**src/rtl/subleq_sequencer.sv**
```systemverilog
// subleq_sequencer: control FSM for a SUBLEQ processor datapath.
// Each instruction fetches operands a, b, c (pc, pc+1, pc+2), reads mem[a] and mem[b],
// computes the result, writes mem[b], then loads pc with c (branch taken) or pc+3.
//
// Ports:
//   clk, rst             clock; synchronous active-high reset
//   start                leave IDLE and begin an instruction at the current pc
//   mem_ack              memory completes the current access this cycle
//   zero, negative       ALU flags of the registered result (used only in UPD_PC)
//   c_eq_pc              operand c equals the current instruction address
//   a_ld .. result_ld    datapath register load enables (one-cycle pulses)
//   mem_rd, mem_wr       memory request strobes, held until mem_ack
//   addr_sel             address source: 0=pc 1=pc+1 2=pc+2 3=a 4=b
//   pc_ld, pc_sel        pc load enable; pc source 0=pc+3 1=c
//   busy, halted, err    status; state_o is the current state code
//   instr_cnt            instructions retired since reset (wraps)
module subleq_sequencer #(
   parameter int unsigned BRANCH_MODE = 0,
   parameter int unsigned STEP_MODE   = 0,
   parameter int unsigned TIMEOUT     = 16,
   parameter int unsigned CNT_W       = 16
) (
   input  logic             clk,
   input  logic             rst,
   input  logic             start,
   input  logic             mem_ack,
   input  logic             zero,
   input  logic             negative,
   input  logic             c_eq_pc,
   output logic             a_ld,
   output logic             b_ld,
   output logic             c_ld,
   output logic             mem_a_ld,
   output logic             mem_b_ld,
   output logic             result_ld,
   output logic             mem_rd,
   output logic             mem_wr,
   output logic [2:0]       addr_sel,
   output logic             pc_ld,
   output logic             pc_sel,
   output logic             busy,
   output logic             halted,
   output logic             err,
   output logic [3:0]       state_o,
   output logic [CNT_W-1:0] instr_cnt
);

   typedef enum logic [3:0] {
      StIdle  = 4'd0,
      StRdA   = 4'd1,
      StRdB   = 4'd2,
      StRdC   = 4'd3,
      StRdMa  = 4'd4,
      StRdMb  = 4'd5,
      StExec  = 4'd6,
      StWb    = 4'd7,
      StUpdPc = 4'd8,
      StHalt  = 4'd9,
      StErr   = 4'd10
   } state_e;

   // Wide enough to hold TIMEOUT itself.
   localparam int unsigned WaitW = $clog2(TIMEOUT + 2);

   state_e             state_q, state_d;
   logic [WaitW-1:0]   wait_q, wait_d;
   logic [CNT_W-1:0]   cnt_q, cnt_d;
   logic               taken;

   assign taken = (BRANCH_MODE == 0) ? (zero | negative) : negative;

   always_comb begin
      state_d   = state_q;
      wait_d    = '0;
      cnt_d     = cnt_q;
      a_ld      = 1'b0;
      b_ld      = 1'b0;
      c_ld      = 1'b0;
      mem_a_ld  = 1'b0;
      mem_b_ld  = 1'b0;
      result_ld = 1'b0;
      mem_rd    = 1'b0;
      mem_wr    = 1'b0;
      addr_sel  = 3'd0;
      pc_ld     = 1'b0;
      pc_sel    = 1'b0;

      unique case (state_q)
         StIdle: begin
            if (start) state_d = StRdA;
         end
         StRdA: begin
            mem_rd   = 1'b1;
            addr_sel = 3'd0;
            if (mem_ack) begin
               a_ld    = 1'b1;
               state_d = StRdB;
            end
         end
         StRdB: begin
            mem_rd   = 1'b1;
            addr_sel = 3'd1;
            if (mem_ack) begin
               b_ld    = 1'b1;
               state_d = StRdC;
            end
         end
         StRdC: begin
            mem_rd   = 1'b1;
            addr_sel = 3'd2;
            if (mem_ack) begin
               c_ld    = 1'b1;
               state_d = StRdMa;
            end
         end
         StRdMa: begin
            mem_rd   = 1'b1;
            addr_sel = 3'd3;
            if (mem_ack) begin
               mem_a_ld = 1'b1;
               state_d  = StRdMb;
            end
         end
         StRdMb: begin
            mem_rd   = 1'b1;
            addr_sel = 3'd4;
            if (mem_ack) begin
               mem_b_ld = 1'b1;
               state_d  = StExec;
            end
         end
         StExec: begin
            result_ld = 1'b1;
            state_d   = StWb;
         end
         StWb: begin
            mem_wr   = 1'b1;
            addr_sel = 3'd4;
            if (mem_ack) state_d = StUpdPc;
         end
         StUpdPc: begin
            pc_ld  = 1'b1;
            pc_sel = taken;
            cnt_d  = cnt_q + CNT_W'(1);
            // A taken branch to itself can never make progress.
            if (taken && c_eq_pc)   state_d = StHalt;
            else if (STEP_MODE != 0) state_d = StIdle;
            else                    state_d = StRdA;
         end
         StHalt, StErr: ;
         default: state_d = StIdle;
      endcase

      // Watchdog: an ack in the limit cycle still completes the access.
      if ((mem_rd || mem_wr) && !mem_ack) begin
         if (TIMEOUT != 0 && wait_q == WaitW'(TIMEOUT)) state_d = StErr;
         else                                           wait_d  = wait_q + WaitW'(1);
      end

      // Reset drops any outstanding request and suppresses loads in the same cycle.
      if (rst) begin
         a_ld      = 1'b0;
         b_ld      = 1'b0;
         c_ld      = 1'b0;
         mem_a_ld  = 1'b0;
         mem_b_ld  = 1'b0;
         result_ld = 1'b0;
         mem_rd    = 1'b0;
         mem_wr    = 1'b0;
         pc_ld     = 1'b0;
      end
   end

   always_ff @(posedge clk) begin
      if (rst) begin
         state_q <= StIdle;
         wait_q  <= '0;
         cnt_q   <= '0;
      end else begin
         state_q <= state_d;
         wait_q  <= wait_d;
         cnt_q   <= cnt_d;
      end
   end

   assign state_o   = state_q;
   assign busy      = (state_q != StIdle) && (state_q != StHalt) && (state_q != StErr);
   assign halted    = (state_q == StHalt);
   assign err       = (state_q == StErr);
   assign instr_cnt = cnt_q;

endmodule
```
**config.mk**
```make
export PLATFORM = sky130hd
export DESIGN_NAME = subleq_sequencer
export DESIGN_NICKNAME = d
export VERILOG_FILES = /design/src/rtl/subleq_sequencer.sv
export SDC_FILE = /design/constraint.sdc
export NUM_CORES = 1
export LEC_CHECK = 0
export ABC_AREA = 1
export CORE_MARGIN = 5
export CORE_UTILIZATION = 41
export DETAILED_ROUTE_END_ITERATION = 8
export PLACE_DENSITY = 0.78
export SLEW_MARGIN = 15
export SYNTH_ARGS = -nofsm -noshare
export SYNTH_HDL_FRONTEND = slang
export SYNTH_SLANG_ARGS = --single-unit
```
**constraint.sdc**
```tcl
create_clock -name clk -period 1.35 [get_ports clk]
set_input_delay 0.135 -clock clk [delete_from_list [all_inputs] [get_ports clk]]
set_output_delay 0.135 -clock clk [all_outputs]
set_load 0.01 [all_outputs]
```
==> results of run 1 <==
[cell usage in the layout (no fill, tap or decap), types with 7 or more instances in the layout]
cell type,synthesis,final
a21oi_1,10,8
buf_2,0,14
buf_4,0,37
buf_6,0,12
dfxtp_1,25,11
dfxtp_2,0,9
dlygate4sd2_1,0,18
inv_1,25,21
nand2_1,45,35
nand2_2,2,7
nand3_1,16,8
nor2_1,53,40
nor2_4,1,12
[state kept, by name, summed over array words and instances (netlist names)]
signal     flops
wait_q         5
state_o        4
instr_cnt     16
[critical path: cells and delay by family (launching register included)]
kind	cells	cell delay, ns
buffers and inverters	2	0.22
DFF	1	0.43
and+or+nand+nor	3	0.37
[cell type report]
type | count | share of cell area [%]
Tap cell | 46 | 2.36
Clock buffer | 3 | 0.923
Clock inverter | 1 | 0.308
Multi-Input combinational cell | 163 | 40.6
Timing Repair Buffer | 89 | 29.4
Inverter | 26 | 4.61
Sequential cell | 25 | 21.7
[through the flow]
| stage | power, µW | setup TNS [ns] | cells |
|---|---|---|---|
| global placement | 997 | -4.28 | 338 |
| global route | 1460 | -5.08 | 353 |
| finish | 1400 | -2.37 | 353 |
| detailed placement | 1000 | -4.68 | 338 |
| CTS | 1340 | -1.53 | 347 |
| floorplan | 865 | 0 | 216 |
[metal layers]
| metal | wire (µm) | track usage [%] |
|---|---|---|
| met1 | 1970 | 22.0 |
| met5 | 0 | 0 |
| met4 | 158 | 7.59 |
| met2 | 2460 | 34.1 |
| met3 | 243 | 3.66 |
[worst paths after layout]
check / slack, ns / from / end
setup reg to reg: -0.11 / state_o[2]$_SDFF_PP0_ / instr_cnt[4]$_SDFFE_PP0P_
setup / recovery: -0.14 / state_o[3]$_SDFF_PP0_ / busy
hold / removal: 0.48 / instr_cnt[2]$_SDFFE_PP0P_ / instr_cnt[2]$_SDFFE_PP0P_
hold reg to reg: 0.48 / instr_cnt[2]$_SDFFE_PP0P_ / instr_cnt[2]$_SDFFE_PP0P_
[cells by family (layout without fill, tap and decap cells)]
kind of cell / Yosys count / count (layout)
AOI/OAI and AO/OA: 25 / 25
and+or+nand+nor: 131 / 131
DFF: 25 / 25
buffers and inverters: 28 / 119
adders and majority gates: 3 / 3
xor gates and xnor gates: 4 / 4
[where the power goes]
part	internal [µW]	switching (µW)
Sequential	741	17.3
Clock	113	242
Combinational	133	156
[what timing repair did]
action	4_1_cts	5_1_grt
hold buffers	0	0
setup buffers	5	7
endpoints found under the setup margin	51	41
pin swaps	8	16
gates resized for setup	139	54
==> run_results.csv, run 1 <==
group,metric,value,unit
run_status,outcome,"complete, but fails checks",
run_status,violations,"setup timing",
global_route,grt.overflow.total,0,
synthesis,synth_area_leader_cell,"dfxtp_1",
synthesis,synth_adder_area_share,2.76,%
synthesis,syn-num-nets,226,
sta,rsz0062_at_grt,"true",
power,power_density,575,mW/mm²
power,leakage,0.00113,µW
worst_setup_path,crit_fanout,6,
routing,drt_iter0_markers,115,
die,die_w,67.6,µm
global_route,antenna_found_initial,0,
worst_setup_path,critical_path_class,"reg -> out",
synthesis,synthArstFlopShare,0,%
clock_network,numClockSinks,25,
sta,fin_crit_sh,111,%
routing,drtAntennaViolNets,0,
final_layout,drive_above_1_share,42.3,%
synthesis,synth_edf_count,0,
min_path,min_path_cells,1,
routing,dr.pass1.iters,4,
placed_design,port_buffers,42,
sta,slew_headroom,80.3,%
global_route,grt_pass1_vias,1631,
sta,clock_skew,0.00916,ns
synthesis,synth-seq-cells,25,
synthesis,synthSimpleGateAreaFrac,40.6,%
sta,period_needed,1.49,ns
clock_network,h-tree-depth,1,
synthesis,synth_xor_area_share,2.58,%
worst_setup_path,start_kind,"register",
sta,max_freq,0.670,GHz
sta,finalHoldViolations,0,
synthesis,avgSynthCellArea,6.30,µm²
min_path,min_path_type,"reg -> reg",
die,dieHeight,67.6,µm
worst_setup_path,cp.required,1.22,ns
final_layout,fillCellCount,230,
synthesis,synth-seq-area-share,36.8,%
sta,setup_viol,32,
final_layout,fin_nets,318,
worst_setup_path,slowest_delay,0.43,ns
synthesis,mappedNetlistArea,0.00136,mm²
final_layout,fin_area,0.00244,mm²
die,initial_utilization,41.4,%
worst_setup_path,path_cells,"inv_6 -> nand2_4 -> nor2_1 -> nor3_2 -> buf_2",
clock_network,clk-insertion-delay-late,0.33,ns
routing,avgRoutedWirePerCell,13.7,µm
clock_network,root_buffer,"clkbuf_4",
sta,fin_ws,-0.143,ns
power,ir_drop,0.592,mV
die,dieArea,0.00457,mm²
synthesis,synth_top_family_by_area,"simple AND/OR/NAND/NOR gates",
synthesis,synth_mux_area_share,0,%
sta,tightest_slew,0.295,ns
routing,via_per_inst,5.08,
clock_network,numCtsBuffers,3,
final_layout,fin_util,74.3,%
worst_setup_path,cp.arrival,1.36,ns
sta,hold_ws,0.476,ns
placed_design,place_hpwl,2.96,mm
clock_network,clock_path_buffers,2,
worst_setup_path,cp-end-kind,"output port",
sta,drv_slew,0,
placed_design,pre_cts_slack,-0.389,ns
global_route,grt_max_degree,16,
placed_design,place.gp.congestion,0.936,
worst_setup_path,cp_slowest_cell,"dfxtp_4",
final_layout,syn_to_final_growth,79.5,%
routing,wl,4.83,mm
worst_setup_path,ff2ff_path_depth,9,
synthesis,synthMostInstantiatedCell,"nor2_1",
synthesis,synth_flop_cell,"dfxtp_1",
synthesis,synth_top_area_share,36.8,%
synthesis,netlist_instances,216,
die,io_pins,43,
final_layout,multi_input_area,992,µm²
final_layout,diodes,0,
synthesis,synth.distinct_cells,20,
global_route,grt_pass1_wl,6.73,mm
die,rows,21,
placed_design,dpl_cell_area,0.00210,mm²
synthesis,yosys_warnings,0,
synthesis,synth_compound_area_share,9.57,%
clock_network,cts_tree,"yes",
synthesis,yosys-top-cells-count,"53 x nor2_1, 45 x nand2_1, 25 x dfxtp_1, 25 x inv_1, 16 x nand3_1",
run,maxCapViolCount,0,
clock_network,clkTransAtPathRegs,0.15,ns
routing,routed-via-count,1794,
routing,remaining_drc_errors,0,
die,core_area,0.00328,mm²
synthesis,synth.area.top_cells,"dfxtp_1 37%, nor2_1 15%, nand2_1 12%",
global_route,grtUsageTotal,19.1,%
final_layout,final-seq-area,531,µm²
Note: power is estimated with default switching activity, not from simulation.
==> run 2, diff against run 1 <==
CORE_ASPECT_RATIO = 0.7   (was unset)
GPL_ROUTABILITY_DRIVEN = 0   (was unset)
==> run 2 against run 1 <==
Compared with the run above:
- the run still ends with setup timing left
- sequential share of layout area shrank 1.4 points
- clock skew grew 0.010 ns
- global-route usage shrank 0.46 points
- combinational power grew 9.7%
- register-to-register slack lost 0.03 ns
- sequential power grew 0.7%
- routed wire length grew 20%
- first-iteration DRC count grew 44%
- sequential cell count is the same
- utilization grew 6.5 points
- largest cell class unchanged
==> run_results.csv, run 2 (synthesized netlist as in run 1, its figures left out) <==
group,metric,value,unit
run_status,outcome,"complete, but fails checks",
run_status,violations,"setup timing",
final_layout,layout_common_cells,"44 x buf_4, 41 x nor2_1, 34 x nand2_1",
die,dieHeight,58.2,µm
global_route,antenna_found_initial,0,
die,core_area,0.00317,mm²
routing,remaining_drc_errors,0,
final_layout,final-seq-area,522,µm²
placed_design,place_hpwl,3.12,mm
worst_setup_path,cp.arrival,1.40,ns
worst_setup_path,start_kind,"register",
sta,max_freq,0.650,GHz
final_layout,fillCellCount,185,
final_layout,diodes,0,
final_layout,syn_to_final_growth,88.2,%
sta,period_needed,1.54,ns
final_layout,fin_nets,327,
die,rows,17,
sta,fin_crit_sh,114,%
worst_setup_path,crit_fanout,5,
routing,dr.pass1.iters,6,
die,dieArea,0.00459,mm²
power,power_density,598,mW/mm²
run,maxCapViolCount,0,
routing,drt_iter0_markers,166,
clock_network,root_buffer,"clkbuf_8",
worst_setup_path,critical_path_class,"reg -> out",
power,ir_drop,0.589,mV
sta,drv_slew,0,
final_layout,drive_above_1_share,43.0,%
clock_network,hold_buffers,0,
routing,via_per_inst,5.43,
clock_network,cts_tree,"yes",
clock_network,numClockSinks,25,
sta,fin_ws,-0.189,ns
clock_network,h-tree-depth,1,
global_route,grt.overflow.total,0,
power,leakage,0.00123,µW
placed_design,port_buffers,42,
global_route,grt_pass1_vias,1528,
placed_design,dpl_cell_area,0.00212,mm²
routing,wl,5.81,mm
clock_network,clkTransAtPathRegs,0.10,ns
routing,avgRoutedWirePerCell,16.4,µm
die,io_pins,43,
worst_setup_path,cp.required,1.22,ns
clock_network,clk-insertion-delay-late,0.28,ns
sta,finalHoldViolations,0,
global_route,grtUsageTotal,18.6,%
global_route,grt_max_degree,15,
worst_setup_path,cp-end-kind,"output port",
final_layout,largest_reg_flops,16,
routing,routed-via-count,1922,
sta,hold_ws,0.463,ns
clock_network,numCtsBuffers,3,
die,initial_utilization,42.9,%
final_layout,multi_input_area,0.00101,mm²
final_layout,fin_area,0.00256,mm²
routing,drtAntennaViolNets,0,
sta,rsz0062_at_grt,"true",
global_route,grt_pass1_wl,6.91,mm
final_layout,layout_commonest_cell,"buf_4",
sta,slew_headroom,76.8,%
die,die_w,78.8,µm
sta,clock_skew,0.0192,ns
clock_network,clock_path_buffers,2,
sta,tightest_slew,0.347,ns
min_path,min_path_type,"reg -> reg",
sta,setup_viol,25,
==> run 2: cell count changes in the layout (fill, tap and decap cells not counted), sizes merged <==
cell	change
clkinvlp	-1
dlymetal6s2s	+3
clkbuf	-1
dlygate4sd2	-6
clkdlybuf4s50	+4
buf	+9
clkinv	+1
==> run 2: repair_timing <==
action                                  in CTS  in global routing
cloned                                       0                  0
setup buffers                               10                  7
endpoints found under the setup margin      53                 42
pin swaps                                   11                 28
resized for setup                          118                 72
==> run 2: worst paths after layout <==
kind	endpoint	start	slack, ns	cells after the start
setup / recovery	mem_rd	state_o[1]$_SDFF_PP0_	-0.19	5
hold / removal	wait_q[0]$_SDFF_PP0_	wait_q[0]$_SDFF_PP0_	0.46	1
setup reg to reg	instr_cnt[14]$_SDFFE_PP0P_	state_o[3]$_SDFF_PP0_	-0.14	9
hold reg to reg	wait_q[0]$_SDFF_PP0_	wait_q[0]$_SDFF_PP0_	0.46	1
==> run 2: through the flow <==
stage                     worst slack (ns)  power (µW)  utilization [%]  cells  setup TNS, ns
after floorplan                     0.0456         865                -    216              0
after CTS                           -0.104        1460             71.9    348         -0.964
after global routing                -0.212        1580             80.8    354          -3.84
after global placement              -0.327        1020             66.9    334          -7.11
final                               -0.189        1530             80.8    354          -1.77
after detailed placement            -0.353        1030             66.9    334          -8.15
==> run 2: critical path, stage by stage, from the launching register on <==
cell     delay [ns]
dfxtp_4        0.43
inv_4          0.06
nand2_4        0.11
nand3_1        0.13
a21oi_1        0.22
buf_2          0.17
==> run 2: layout make-up <==
class,count,share of cell area [%]
Timing Repair Buffer,98,32.1
Inverter,26,4.50
Clock buffer,3,1.61
Tap cell,38,1.86
Sequential cell,25,20.4
Clock inverter,1,0.196
Multi-Input combinational cell,163,39.3
==> run 2: power by group <==
group	switching, µW	internal, µW
logic	168	150
registers	20.9	742
clock network	244	207
==> run 2: metal layers <==
layer / wire length [µm] / global-route usage [%] / up-vias / share of wire [%]
met5: 0 / 0 / - / 0
met4: 141 / 3.19 / 0 / 2.4
met3: 489 / 5.28 / 22 / 8.4
met2: 2840 / 29.3 / 119 / 49
met1: 2340 / 25.9 / 888 / 40
li1: - / - / 893 / -
